$ cat config.mk
export PLATFORM = sky130hd
export DESIGN_NAME = mem_access_unit
export DESIGN_NICKNAME = d
export VERILOG_FILES = /design/src/rtl/mem_access_unit_pkg.sv /design/src/rtl/mem_wait_timer.sv /design/src/rtl/mem_access_unit.sv
export SDC_FILE = /design/constraint.sdc
export NUM_CORES = 1
export LEC_CHECK = 0
export CORE_ASPECT_RATIO = 1.5
export CORE_UTILIZATION = 38
export DETAILED_ROUTE_END_ITERATION = 12
export PLACE_DENSITY = 0.84
export SYNTH_ARGS = -nofsm -noshare
export SYNTH_HDL_FRONTEND = slang
export SYNTH_HIERARCHICAL = 1
export SYNTH_SLANG_ARGS = --single-unit
$ cat constraint.sdc
create_clock -name clk -period 1.87 [get_ports clk]
set_clock_uncertainty 0.1 [all_clocks]
set_input_delay 0.2805 -clock clk [delete_from_list [all_inputs] [get_ports clk]]
set_output_delay 0.2805 -clock clk [all_outputs]
set_load 0.01 [all_outputs]
$ cat src/rtl/mem_access_unit_pkg.sv
// mem_access_unit_pkg
// Shared definitions for the memory access unit and related memory-side blocks.
//   - maState_t        : access sequencer state encoding
//   - OPC_MSB/OPC_LSB  : opcode field position inside the instruction word
//   - FUNC_MSB         : top bit of the function-code field (field starts at bit 0)
//   - DEFAULT_TIMEOUT  : wait cycles allowed for inputReady before an access aborts
package mem_access_unit_pkg;

    typedef enum logic [1:0] {
        MA_IDLE = 2'd0,
        MA_RD   = 2'd1,
        MA_WR   = 2'd2,
        MA_DONE = 2'd3
    } maState_t;

    localparam int OPC_MSB         = 15;
    localparam int OPC_LSB         = 12;
    localparam int FUNC_MSB        = 5;
    localparam int DEFAULT_TIMEOUT = 64;

endpackage

$ cat src/rtl/mem_wait_timer.sv
// mem_wait_timer
// Wait-cycle counter with clear, count enable and an expiry flag. Written to be
// reused by any stage that waits on an external completion strobe.
// Ports:
//   clk      in   system clock
//   reset_n  in   synchronous active-low reset
//   clear    in   restart the count at zero (wins over enable)
//   enable   in   count this cycle
//   count    out  current wait count, saturates at LIMIT
//   expired  out  high in the counting cycle whose increment reaches LIMIT
module mem_wait_timer #(
    parameter int CNT_W = 7,
    parameter int LIMIT = 64
) (
    input  logic             clk,
    input  logic             reset_n,
    input  logic             clear,
    input  logic             enable,
    output logic [CNT_W-1:0] count,
    output logic             expired
);

    localparam logic [CNT_W-1:0] SAT_VALUE  = CNT_W'(LIMIT);
    localparam logic [CNT_W-1:0] LAST_VALUE = CNT_W'(LIMIT - 1);

    // The flag is raised one cycle early (on the increment that lands on LIMIT)
    // so the owner can leave its wait state on the same edge the limit is hit.
    assign expired = enable && (count >= LAST_VALUE);

    // Saturating counter: holds at LIMIT rather than wrapping back to zero.
    always_ff @(posedge clk) begin
        if (!reset_n) begin
            count <= '0;
        end else if (clear) begin
            count <= '0;
        end else if (enable && (count != SAT_VALUE)) begin
            count <= count + 1'b1;
        end
    end

endmodule

$ cat src/rtl/mem_access_unit.sv
// mem_access_unit
// Bridges the multi-cycle control FSM to the external word memory. Converts the
// single-state MemRead/MemWrite requests into a held readM/writeM handshake that
// ends on inputReady, owns the IR and MDR, and stalls control via mem_busy.
// Ports:
//   clk, reset_n                  clock, synchronous active-low reset
//   MemRead, MemWrite             level requests from control
//   IorD                          address select (0 = pc, 1 = alu_out)
//   IRWrite                       read destination (1 = IR, 0 = MDR)
//   pc, alu_out, store_data       address sources and write data
//   inputReady, mem_rdata         memory completion strobe and read data
//   readM, writeM                 memory strobes, held for the whole access
//   address, mem_wdata            memory address and write data
//   mem_wdata_oe                  drive enable for an external tristate
//   instruction, opcode, func_code IR contents and decoded fields
//   mdr                           memory data register
//   mem_busy, mem_done, mem_err   stall, completion pulse, sticky error
module mem_access_unit
    import mem_access_unit_pkg::*;
#(
    parameter int WORD_W  = 16,
    parameter int TIMEOUT = DEFAULT_TIMEOUT,
    parameter int CNT_W   = 7
) (
    input  logic              clk,
    input  logic              reset_n,
    input  logic              MemRead,
    input  logic              MemWrite,
    input  logic              IorD,
    input  logic              IRWrite,
    input  logic [WORD_W-1:0] pc,
    input  logic [WORD_W-1:0] alu_out,
    input  logic [WORD_W-1:0] store_data,
    input  logic              inputReady,
    input  logic [WORD_W-1:0] mem_rdata,
    output logic              readM,
    output logic              writeM,
    output logic [WORD_W-1:0] address,
    output logic [WORD_W-1:0] mem_wdata,
    output logic              mem_wdata_oe,
    output logic [WORD_W-1:0] instruction,
    output logic [3:0]        opcode,
    output logic [5:0]        func_code,
    output logic [WORD_W-1:0] mdr,
    output logic              mem_busy,
    output logic              mem_done,
    output logic              mem_err
);

    maState_t         state;
    logic             destIr;
    logic             waiting;
    logic             accepting;
    logic             timerClear;
    logic             timerEnable;
    logic             timerExpired;
    logic [CNT_W-1:0] waitCount;

    assign opcode    = instruction[OPC_MSB:OPC_LSB];
    assign func_code = instruction[FUNC_MSB:0];

    // The counter restarts whenever a new access is accepted and only runs
    // while a wait state sees no completion strobe.
    assign waiting     = (state == MA_RD) || (state == MA_WR);
    assign accepting   = (state == MA_IDLE) && (MemRead ^ MemWrite);
    assign timerClear  = accepting;
    assign timerEnable = waiting && !inputReady;

    mem_wait_timer #(
        .CNT_W (CNT_W),
        .LIMIT (TIMEOUT)
    ) waitTimer (
        .clk     (clk),
        .reset_n (reset_n),
        .clear   (timerClear),
        .enable  (timerEnable),
        .count   (waitCount),
        .expired (timerExpired)
    );

    // Access sequencer. All outputs are registered; mem_done defaults low so it
    // can only ever be a single-cycle pulse on entry to DONE. A simultaneous
    // read and write request is treated as a protocol error and goes straight
    // to DONE without touching the bus.
    always_ff @(posedge clk) begin
        if (!reset_n) begin
            state        <= MA_IDLE;
            readM        <= 1'b0;
            writeM       <= 1'b0;
            mem_wdata_oe <= 1'b0;
            mem_busy     <= 1'b0;
            mem_done     <= 1'b0;
            mem_err      <= 1'b0;
            address      <= '0;
            mem_wdata    <= '0;
            instruction  <= '0;
            mdr          <= '0;
            destIr       <= 1'b0;
        end else begin
            mem_done <= 1'b0;
            case (state)
                MA_IDLE: begin
                    if (MemRead && MemWrite) begin
                        mem_err  <= 1'b1;
                        mem_done <= 1'b1;
                        state    <= MA_DONE;
                    end else if (MemRead) begin
                        address  <= IorD ? alu_out : pc;
                        destIr   <= IRWrite & ~IorD;
                        readM    <= 1'b1;
                        mem_busy <= 1'b1;
                        state    <= MA_RD;
                    end else if (MemWrite) begin
                        address      <= IorD ? alu_out : pc;
                        mem_wdata    <= store_data;
                        writeM       <= 1'b1;
                        mem_wdata_oe <= 1'b1;
                        mem_busy     <= 1'b1;
                        state        <= MA_WR;
                    end
                end
                MA_RD, MA_WR: begin
                    if (inputReady || timerExpired) begin
                        // Read data is captured on the ready edge itself; a
                        // timeout leaves both IR and MDR untouched.
                        if (inputReady && (state == MA_RD)) begin
                            if (destIr) begin
                                instruction <= mem_rdata;
                            end else begin
                                mdr <= mem_rdata;
                            end
                        end
                        if (!inputReady) begin
                            mem_err <= 1'b1;
                        end
                        readM        <= 1'b0;
                        writeM       <= 1'b0;
                        mem_wdata_oe <= 1'b0;
                        mem_busy     <= 1'b0;
                        mem_done     <= 1'b1;
                        state        <= MA_DONE;
                    end
                end
                MA_DONE: begin
                    state <= MA_IDLE;
                end
                default: begin
                    state <= MA_IDLE;
                end
            endcase
        end
    end

endmodule

==> flow_summary_export.csv, run 1 <==
group,metric,value,unit
finish,fin_nets,626,
placed_design,place_congestion,0.824,
pwr,switching_share,0.287,
pwr,pwr-share-comb,0.323,
clock_tree,cts_setup_buffers,0,
placed_design,io_buffers,150,
yosys,ys_ff_latch,79,
yosys,yosysWarnings,6,
status,status,"finished clean",
drt,drt_iter0_drc,136,
worst_setup_path,cp_max_fo,12,
yosys,syn_inst,398,
sta,rsz0062_at_grt,"false",
drt,ant_nets,0,
grt,grt_antenna_before_repair,0,
job,cap_violations,0,
placed_design,place_inst,645,
drt,drc_errors,0,
worst_setup_path,arrival,1.88,ns
pwr,ir_worst_vdd,0.000670,V
worst_setup_path,end_kind,"register",
clock_tree,clk_path_buf_depth,2,
grt,grt_first_pass_wirelength,15100,um
floorplan,rows,42,
yosys,ys_seq_area_frac,0.445,
drt,wire_per_inst,14.2,um
yosys,synth_area,3550,um2
finish,postLayoutCoreUtil,0.619,
clock_tree,cts_tree,"yes",
clock_tree,clockRootBuffer,"clkbuf_16",
sta,fin_crit_sh,0.943,
yosys,async_reset_ff_frac,0,
finish,layout-drive-gt1-share,0.114,
sta,worst_slack,0.108,ns
finish,fin_cells,661,
yosys,ys.flop_type,"dfxtp_1",
placed_design,post-place-ws,-0.230,ns
pwr,pwr-share-clk,0.308,
drt,drt_first_pass_iters,4,
sta,min_period,1.76,ns
clock_tree,clock_sinks,79,
yosys,ys_types,39,
yosys,synth_nets,478,
finish,antenna_cells,0,
clock_tree,cts_buffers,9,
floorplan,core_area,8930,um2
sta,max_freq,567,MHz
pwr,powerDensity,1030,nW/um2
sta,final-hold-violation-count,0,
yosys,synth-edff-count,0,
floorplan,die_area,9750,um2
pwr,seqPwrFrac,0.368,
clock_tree,clkSlewWorstSetupHoldPaths,0.06,ns
sta,setup-violations-final,0,
worst_setup_path,crit_family,"buffers and inverters",
yosys,syn-mean-instance-area,8.93,um2
clock_tree,insertion_delay,0.33,ns
clock_tree,htree_levels,3,
worst_setup_path,cp-start-kind,"primary input",
floorplan,die_height,120,um
floorplan,io_pins,151,
sta,tightest_slew,0.413,ns
worst_setup_path,worst-path-buf-inv,3,
pwr,p_leak,2.18,nW
worst_setup_path,cp.required,1.99,ns
finish,area.growth.synth_to_final,55.8,%
grt,grt_pass1_vias,3347,
placed_design,place_hpwl,7260,um
drt,num_vias,3313,
grt,grt_overflow_total,0,
worst_setup_path,cpMaxStageDelayCell,"clkdlybuf4s50_1",
drt,viasPerCell,5.01,
worst_setup_path,critPathKind,"in -> reg",
floorplan,start_util,0.398,
grt,grtUsageTotal,0.202,
pwr,p_sw,1.64,mW
sta,slew_headroom,0.724,
worst_setup_path,path_cells,"clkdlybuf4s50_1 > inv_1 > ha_1 > and2_1 > buf_4 > nand2_1 > o211a_1",
drt,drt_wl_total,9370,um
worst_setup_path,crit_path_max_incr_delay,0.56,ns
grt,grt_max_degree,27,
sta,maxSlewViolCount,0,
pwr,p_int,4.06,mW
worst_hold_path,hp-class,"in -> reg",
floorplan,fp.dieW,80.9,um
[routing by layer]
| layer | up-vias | global-route usage | wire, um |
|---|---|---|---|
| met5 | - | 0 | 0 |
| met4 | 0 | 0.104 | 212 |
| met3 | 19 | 0.0483 | 638 |
| met2 | 128 | 0.386 | 5180 |
| met1 | 1544 | 0.192 | 3340 |
| li1 | 1622 | - | - |
[flip-flops by register name, summed over array words and instances, names as in the netlist]
register         cells
mem_wdata           16
mdr                 16
mem_done             1
address             16
instruction         16
destIr               1
mem_busy             1
state                2
waitTimer/count      7
readM                1
mem_wdata_oe         1
mem_err              1
[kinds of logic after synthesis]
family | after synthesis | synth area share
compound gates | 88 | 0.201
xor+xnor | 2 | 0.00493
fa+ha+maj | 9 | 0.0317
buf+inv | 42 | 0.0676
flops | 79 | 0.445
mux | 21 | 0.0592
simple gates | 157 | 0.190
[path summary, 6_finish.rpt]
| path | depth (start not counted) | slack, ns | end | from |
|---|---|---|---|---|
| setup / recovery | 7 | 0.11 | address[10] | MemWrite |
| hold / removal | 2 | 0.32 | instruction[4] | reset_n |
| setup reg to reg | 8 | 0.12 | state[0] | state[1] |
| hold reg to reg | 2 | 0.36 | mdr[7] | mdr[7] |
[synth_stat cells, types with 7 or more instances]
master | number | share of area
buf_4 | 12 | 0.025
buf_2 | 8 | 0.011
o211a_1 | 16 | 0.045
nand2_1 | 122 | 0.13
dfxtp_1 | 79 | 0.45
ha_1 | 9 | 0.032
nor2_1 | 7 | 0.0074
inv_1 | 8 | 0.0085
a21boi_0 | 37 | 0.078
mux2i_1 | 21 | 0.059
clkbuf_1 | 10 | 0.011
a21boi_2 | 10 | 0.032
[cell type report]
class	count	area [um2]
flip-flops and latches	79	1590
fillers	724	3400
multi-input cells	277	1770
clock buffers	11	253
inverters	8	30.0
clock inverters	5	56.3
well taps	110	138
repair buffers	171	1700
[placed cells by master (no fill, tap or decap), types with 2 or more instances in the layout]
cell,n
and2_1,2
a21boi_0,37
dfxtp_1,76
clkinv_2,2
a21boi_1,5
clkbuf_8,2
clkdlybuf4s50_1,149
clkbuf_16,9
buf_4,17
nand3_1,3
o211a_1,16
nand2_1,122
a21oi_1,5
a21boi_2,10
or2_2,2
inv_1,7
dfxtp_2,3
mux2i_1,21
o211ai_1,2
nor2_1,6
o21ai_0,5
nand2b_1,4
xor2_1,2
nor2b_1,4
ha_1,7
buf_12,4
or3_1,2
o21a_1,2
nand4_1,3
[power by group through the flow]
stage | clock network, mW | logic, mW | registers (mW)
6_report | 1.76 | 1.84 | 2.10
5_1_grt | 1.88 | 2.01 | 2.13
4_1_cts | 1.81 | 1.82 | 2.10
3_5_place_dp | 0 | 1.81 | 2.13
3_3_place_gp | 0 | 1.75 | 2.12
2_1_floorplan | 0 | 0.829 | 2.21
[repair_timing]
item / in CTS / in global routing
gates resized for setup: 1 / 8
endpoints found under the setup margin: 2 / 15
hold buffers: 0 / 0
hold endpoints to repair: 0 / 0
pin swaps: 0 / 1
[per-stage QoR]
stage / instance area, um2 / setup TNS (ns) / hold slack, ns / power (mW)
final: 5530 / 0 / 0.320 / 5.70
after global routing: 5530 / 0 / 0.333 / 6.03
after CTS: 5510 / 0 / 0.319 / 5.72
after detailed placement: 5200 / -7.05 / 0.355 / 3.94
after global placement: 5200 / -5.31 / 0.349 / 3.87
after floorplan: 3560 / 0 / 0.315 / 3.04
Power figures use the tool's default switching activity.
==> run 2, diff against run 1 <==
CORE_ASPECT_RATIO = not set   (was 1.5)
TNS_END_PERCENT = 50   (was not set)
==> run 2 against run 1 <==
Effect of this change: die area hardly changed; core utilization shrank 1.2 points; global-route usage is 1.7 points lower; non-clock buffer count did not move; combinational power about the same.
==> flow_summary_export.csv, run 2 (synthesized netlist as in run 1, its figures left out) <==
group,metric,value,unit
status,status,"finished clean",
clock_tree,clock_sinks,79,
grt,grtUsageTotal,0.186,
worst_setup_path,reg2reg_to,"state[0]",
sta,tightest_slew,0.348,ns
floorplan,start_util,0.400,
worst_setup_path,r2r_cells,8,
grt,grt_first_pass_wirelength,14400,um
worst_setup_path,cp_max_fo,4,
grt,grt_antenna_before_repair,0,
drt,met2_length,4350,um
sta,max_freq,575,MHz
drt,drt_iter0_drc,103,
drt,drt_wl_total,8810,um
job,cap_violations,0,
sta,final-hold-violation-count,0,
pwr,power,5.08,mW
finish,fin_nets,626,
drt,ant_nets,0,
placed_design,postPlaceCellArea,5210,um2
finish,seq_area,1580,um2
finish,multi_input_area,1760,um2
placed_design,place_hpwl,6700,um
clock_tree,clkSlewWorstSetupHoldPaths,0.08,ns
drt,met1_length,3790,um
sta,slew_headroom,0.768,
drt,wire_per_inst,13.4,um
worst_setup_path,cp-startpoint,"state[0]",
drt,num_vias,3217,
clock_tree,htree_levels,3,
drt,route.top_layer_used,"met4",
worst_setup_path,rrSetupSlack,0.13,ns
clock_tree,cts_setup_buffers,0,
clock_tree,cts_tree,"yes",
drt,drt_first_pass_iters,7,
floorplan,fp.dieW,98.7,um
worst_setup_path,endpoint,"state[0]",
grt,grt_pass1_vias,3099,
finish,fin_area,5400,um2
worst_setup_path,cp.required,2.00,ns
floorplan,io_pins,151,
finish,final.fill_count,786,
floorplan,die_area,9740,um2
sta,fin_crit_sh,0.930,
sta,min_period,1.74,ns
worst_setup_path,r2r-start,"state[0]",
finish,layout_commonest_cell,"clkdlybuf4s50_1",
grt,grt_max_degree,30,
worst_setup_path,cp-start-kind,"register",
drt,wl_met3,538,um
worst_setup_path,critPathKind,"reg -> reg",
pwr,p_leak,2.11,nW
sta,setup-violations-final,0,
grt,grt_overflow_total,0,
worst_setup_path,arrival,1.87,ns
sta,maxSlewViolCount,0,
placed_design,io_buffers,150,
pwr,ir_worst_vdd,0.000549,V
clock_tree,insertion_delay,0.34,ns
drt,drc_errors,0,
finish,area.growth.synth_to_final,52.1,%
floorplan,die_height,98.7,um
floorplan,rows,34,
finish,antenna_cells,0,
worst_hold_path,hp-class,"in -> reg",
finish,most-common-layout-cells,"clkdlybuf4s50_1 (149), nand2_1 (122), dfxtp_1 (78)",
worst_setup_path,end_kind,"register",
placed_design,place_congestion,0.810,
finish,layout-drive-gt1-share,0.107,
clock_tree,cts_buffers,9,
clock_tree,holdBufCountCts,0,
clock_tree,clockRootBuffer,"clkbuf_8",
clock_tree,clk_path_buf_depth,2,
sta,rsz0062_at_grt,"false",
drt,viasPerCell,4.88,
floorplan,core_area,8890,um2
pwr,powerDensity,940,nW/um2
## run 2: area by class of cell
type,count,area share
Clock buffer,9,0.0229
Clock inverter,7,0.0104
Inverter,8,0.00556
Multi-Input combinational cell,277,0.325
Sequential cell,79,0.293
Tap cell,108,0.0250
Timing Repair Buffer,171,0.318
## run 2: stage by stage
stage | TNS [ns] | hold slack (ns) | worst slack, ns | std cells | utilization
floorplan | 0 | 0.315 | 0.0271 | 398 | -
global placement | -3.66 | 0.339 | -0.107 | 643 | 0.586
detailed placement | -6.40 | 0.351 | -0.220 | 643 | 0.586
CTS | 0 | 0.231 | 0.0594 | 659 | 0.606
global route | 0 | 0.269 | 0.00640 | 659 | 0.608
finish | 0 | 0.251 | 0.132 | 659 | 0.608
## run 2: per-layer routing
metal	vias up	track usage
met2	107	0.329
met1	1479	0.214
li1	1619	-
met4	0	0.0723
met3	12	0.0475
met5	-	0
## run 2: repair_timing
action                     in CTS  in global routing
resized for setup               0                  4
setup endpoints to repair       0                  9
hold endpoints to repair        0                  0
## run 2: how the worst min path moves through the flow
stage                 start               to  slack, ns  cells past startpoint
6_report            reset_n          mem_err       0.25                      2
3_5_place_dp        mdr[13]          mdr[13]       0.35                      2
3_3_place_gp        mdr[13]          mdr[13]       0.34                      2
2_1_floorplan  mem_rdata[7]   instruction[7]       0.32                      2
4_1_cts             reset_n          mem_err       0.23                      2
5_1_grt             reset_n  instruction[12]       0.27                      2
## run 2: worst max-delay path, stage by stage (launching register included)
cell	delay, ns
dfxtp_1	0.34
inv_1	0.08
ha_4	0.27
nor2b_4	0.13
o21a_1	0.15
nor2_2	0.07
a22oi_2	0.21
mux2i_1	0.21
nor2b_1	0.06
## run 2: report_power, final
group | switching (mW) | internal, mW
Clock | 0.662 | 0.495
Combinational | 0.805 | 1.03
Sequential | 0.155 | 1.94
==> patch 1, RTL diff (settings of run 1) <==
Encoding of `maState_t`: now one-hot (4 bits for 4 states).
--- a/src/rtl/mem_access_unit_pkg.sv
+++ b/src/rtl/mem_access_unit_pkg.sv
@@ -8,7 +8,7 @@
 
-    typedef enum logic [1:0] {
-        MA_IDLE = 2'd0,
-        MA_RD   = 2'd1,
-        MA_WR   = 2'd2,
-        MA_DONE = 2'd3
+    typedef enum logic [3:0] {
+        MA_IDLE = 4'b0001,
+        MA_RD   = 4'b0010,
+        MA_WR   = 4'b0100,
+        MA_DONE = 4'b1000
     } maState_t;
Behaviour: same outputs for any inputs over 4 cycles, from zero or initial values and one cycle with reset_n low; so few cycles prove little.
==> patch 1 against run 1 <==
The run now ends with negative setup slack left. Setup slack lost 210 ps. Cell area is 0.50% higher. Synthesized cell count rose by 0.75%. Sequential share of layout area increased by 0.56 points. Sequential cell count up 2. Area after synthesis fell by 1.1%. Count of clock-buffer cells in the layout is the same. Routed wire length is 4.7% lower. Utilization grew 0.68 points. Worst hold slack got worse by 120 ps. Critical path type is now reg2reg. Largest cell class is now non-clock buffers.
Power is not compared: it rests on default switching activity, and its combinational part moved more than twofold at a synthesized area within 25%.
==> patch 1: results (changes against run 1) <==
- Run status: finished, violations left
* Violations in the final reports: negative setup slack
* Via count of the first global-routing pass: 3,177 (-5.1%)
- Global-route wire length before repair: 14,490 um (-4.1%)
* Worst Slack Setup Final: -100.7 ps (-208.2 ps)
* Master of the slowest instance on the critical path: or4_4
* Cell type group with the largest total delay on the critical path: simple AND/OR/NAND/NOR gates
- The detailed router's first-iteration violation count was 154 (+13%).
- The average wire per standard cell is 13.40 um (-5.4%).
- The length of routed wiring on met1 was 3480 um (+4.2%).
- The proportion of synthesized area in mux cells was 5.700% (-0.22 points).
* Synthesized Nets: 477 (-0.21%)
* Area fraction in compound gates after synthesis: 15.14% (-5.0 points)
* Synth cell count leaders: dfxtp_1, nand2_1, nand3_1
* Met3 capacity usage during global routing: 3.498% (-1.3 points)
- Met1 track demand over resource: 21.31% (+2.2 points)
* Met2 layer wire length in the routed design: 4692 um (-9.4%)
- IR drop worst, VDD: about 510 uV
* Sequential-to-total area share from yosys stat: 46.17% (+1.6 points)
- The endpoint arrival time on the critical path is 2090 ps (+210 ps).
- Met2 usage: 33.90% (-4.7 points)
- The number of buffers inserted during clock tree synthesis came to 9 (unchanged).
- HPWL Detailed: 6534 um (-10%)
- Layout filler cell count: 757 (+4.6%)
- The number of endpoints failing setup at the final stage was 5 (+5).
- The final estimated routing congestion in global placement was 0.8205 (-0.45%).
* CP max stage delay: 460 ps (-100 ps)
- The number of distinct standard cells referenced by the synthesized netlist was 42 (+7.7%).
- The wire length on met3 came to 512 um (-20%).
* Overall routing resource usage: 19.29% (-0.94 points)
- The adder-cell share of the synthesized area was 1.781% (-1.4 points).
- Post-layout nets: 627 (+0.16%)
- Maximum net fanout on the critical path: 5 (-7)
- The worst relative slew slack is 79.86% (+7.4 points).
* Post-detailed-placement cell area: 5202 sq um (+0.12%)
- DR vias/cell: 5.015 (about the same)
patch 1: changes by cell type in the layout (fill, tap and decap cells not counted), sizes merged, moves of 4 or more:
cell,before,now
ha,9,5
inv,8,4
nand3,3,54
o21ai,5,50
nand2,122,77
a21boi,52,4
buf,22,32
patch 1: area by class of cell:
class                      count  area, sq um  area share [%]
inverter                       4        15.01          0.2700
sequential                    81         1624           29.20
clock buffer                  11        242.7           4.364
clock inverter                 5        55.05          0.9899
multi-input combinational    274         1680           30.21
timing repair buffer         181         1807           32.49
tap                          110        137.6           2.475
patch 1: cell families after synthesis:
group	Yosys count
buf+inv	46
flops	81
fa+ha+maj	5
xor+xnor	3
mux	20
simple gates	164
compound gates	82
patch 1: metrics by stage:
step / TNS [ps] / power (mW) / hold WS (ps) / instances / setup WS (ps)
floorplan: -875.9 / 2.321 / 310.9 / 401 / -221.1
global placement: -3614 / 2.774 / 336.4 / 646 / -159.2
detailed placement: -7943 / 2.803 / 341.4 / 646 / -199.2
CTS: -500.3 / 4.571 / 182.3 / 664 / -123.4
global route: -848.1 / 4.758 / 201.7 / 666 / -172.2
finish: -351.3 / 4.546 / 200.3 / 666 / -100.7
patch 1: worst paths after layout:
kind | startpoint | end | slack (ps) | cells past startpoint
worst max-delay path | state[1] | mem_wdata_oe | -100 | 8
worst min-delay path | reset_n | state[0] | 200 | 2
worst max register to register | state[1] | mem_wdata_oe | -100 | 8
worst min register to register | mem_wdata[3] | mem_wdata[3] | 350 | 2
patch 1: repair_timing:
action,CTS,global route
setup buffers,2,4
gates resized for setup,3,5
pin swaps,2,5
endpoints found under the setup margin,6,26
==> patch 2, RTL diff (config.mk and constraints of run 1) <==
Made on the original files. `CNT_W` is set to 7 in 2 places; all go to 14.
--- a/src/rtl/mem_wait_timer.sv
+++ b/src/rtl/mem_wait_timer.sv
@@ -11,3 +11,3 @@
 module mem_wait_timer #(
-    parameter int CNT_W = 7,
+    parameter int CNT_W = 14,
     parameter int LIMIT = 64
--- a/src/rtl/mem_access_unit.sv
+++ b/src/rtl/mem_access_unit.sv
@@ -22,3 +22,3 @@
     parameter int TIMEOUT = DEFAULT_TIMEOUT,
-    parameter int CNT_W   = 7
+    parameter int CNT_W   = 14
 ) (
Behaviour: same outputs for any inputs over 4 cycles, from zero or initial values and one cycle with reset_n low; that may be too few to reach the edited logic, so the function may still have changed.
==> patch 2 against run 1 <==
The flow now finishes with violations (negative setup slack). Clock power increased by 3%. Final cell count increased by 8.8%. Total power increased by 4.2%. Routed wire length increased by 5.3%. Sequential cell count increased by 7. Setup slack got worse by 160 ps. Cell area increased by 5.9%. Utilization decreased by 1.1 points. Largest power group unchanged. Die area increased by 5.2%. Sequential share of layout area increased by 0.92 points. Area after synthesis increased by 5.3%.
==> patch 2: results (changes against run 1) <==
- The flow ran to the end, but the final reports show violations.
- Violations in the final reports: negative setup slack
* Number of different library cells in the post-synthesis netlist: 49 (+26%)
- Pin count of the biggest net entering global routing: 34 (+26%)
* Post-detailed-placement cell area: 5484 sq um (+5.5%)
- After synthesis, the most frequently instantiated cells are nand2_1, dfxtp_1, a21oi_1.
- The placement-stage worst setup slack came to -269.1 ps (-38.81 ps).
* Post-layout nets: 679 (+8.5%)
- Min-delay worst type: reg2reg
- Count of endpoints failing setup in the final report: 2 (+2)
* Global-route wire length before repair: 15,830 um (+4.7%)
* Master of the slowest instance on the critical path: dfxtp_2
- Cell types occupying the most area after synthesis: dfxtp_1, nand2_1, a21oi_1, mux2i_1, a211oi_1
- The final estimated routing congestion in global placement was 0.7770 (-5.7%).
- Area fraction in compound gates after synthesis: 15.02% (-5.1 points)
* Met2 layer wire length in the routed design: 5279 um (+1.9%)
- Routed wire length on met3: 655 um (+2.7%)
* Initial DRC count: 117 (-14%)
* IR drop worst, VDD: 640.1 uV (-4.5%)
* Synthesized Nets: 525 (+9.8%)
- Critical path arrival: 2040 ps (+160 ps)
- The via count came to 3,680 (+11%).
- The number of filler cells placed in the layout was 816 (+13%).
- The adder-cell share of the synthesized area is 3.010% (-0.16 points).
- The all-layer global routing usage was 19.16% (-1.1 points).
* Reported leakage power: 2.184 nW (about the same)
* Crit Path Category: reg2reg
- The met1 layer usage reported by global route was 19.53% (+0.38 points).
- Share of the core filled with cells: 60.83% (-1.1 points)
- The power drawn by the clock network came to 1.81 mW (+3%).
- Endpoint of the most critical setup path: state[0]
- Via count of the first global-routing pass: 3,564 (+6.5%)
* Start of the worst register-to-register path: waitTimer/count[12]
- Maximum net fanout on the critical path: 4 (-8)
- Met3 capacity usage during global routing: 4.406% (-0.42 points)
- The post-detailed-routing wire length is 9863 um (+5.3%).
* Total routed wire length on the met1 layer: 3719 um (+11%)
- Layout cell share with drive strength beyond 1: 12.42% (+0.98 points)
- Net switching power of the design: 1.789 mW (+9.3%)
- The maximum cell stage delay along the critical path is 340 ps (-220 ps).
- Worst Slack Setup Final: -47.51 ps (-155.0 ps)
* Share of synthesized area spent on multiplexers: 4.281% (-1.6 points)
- Met2 usage: 37.04% (-1.5 points)
## patch 2: cell type report
cell class | instances | share of cell area [%]
Timing Repair Buffer | 184 | 31.04
Sequential cell | 86 | 29.57
Clock buffer | 9 | 3.843
Tap cell | 115 | 2.455
Multi-Input combinational cell | 309 | 31.06
Inverter | 9 | 0.6618
Clock inverter | 7 | 1.366
## patch 2: through the flow
step	hold WS, ps	std cells
2_1_floorplan	298.3	445
4_1_cts	354.8	719
3_5_place_dp	346.1	702
5_1_grt	374.7	719
6_report	356.1	719
3_3_place_gp	341.0	702
## patch 2: how the worst min path moves through the flow
stage / start / to / depth (start not counted)
floorplan: reset_n / mem_err / 1
global placement: mem_wdata[7] / mem_wdata[7] / 2
detailed placement: mdr[11] / mdr[11] / 2
CTS: mdr[11] / mdr[11] / 2
global route: mdr[11] / mdr[11] / 2
finish: mdr[11] / mdr[11] / 2
## patch 2: timing repair
action	4_1_cts	5_1_grt
setup buffers	1	1
endpoints found under the setup margin	4	9
pin swaps	3	8
gates resized for setup	7	13
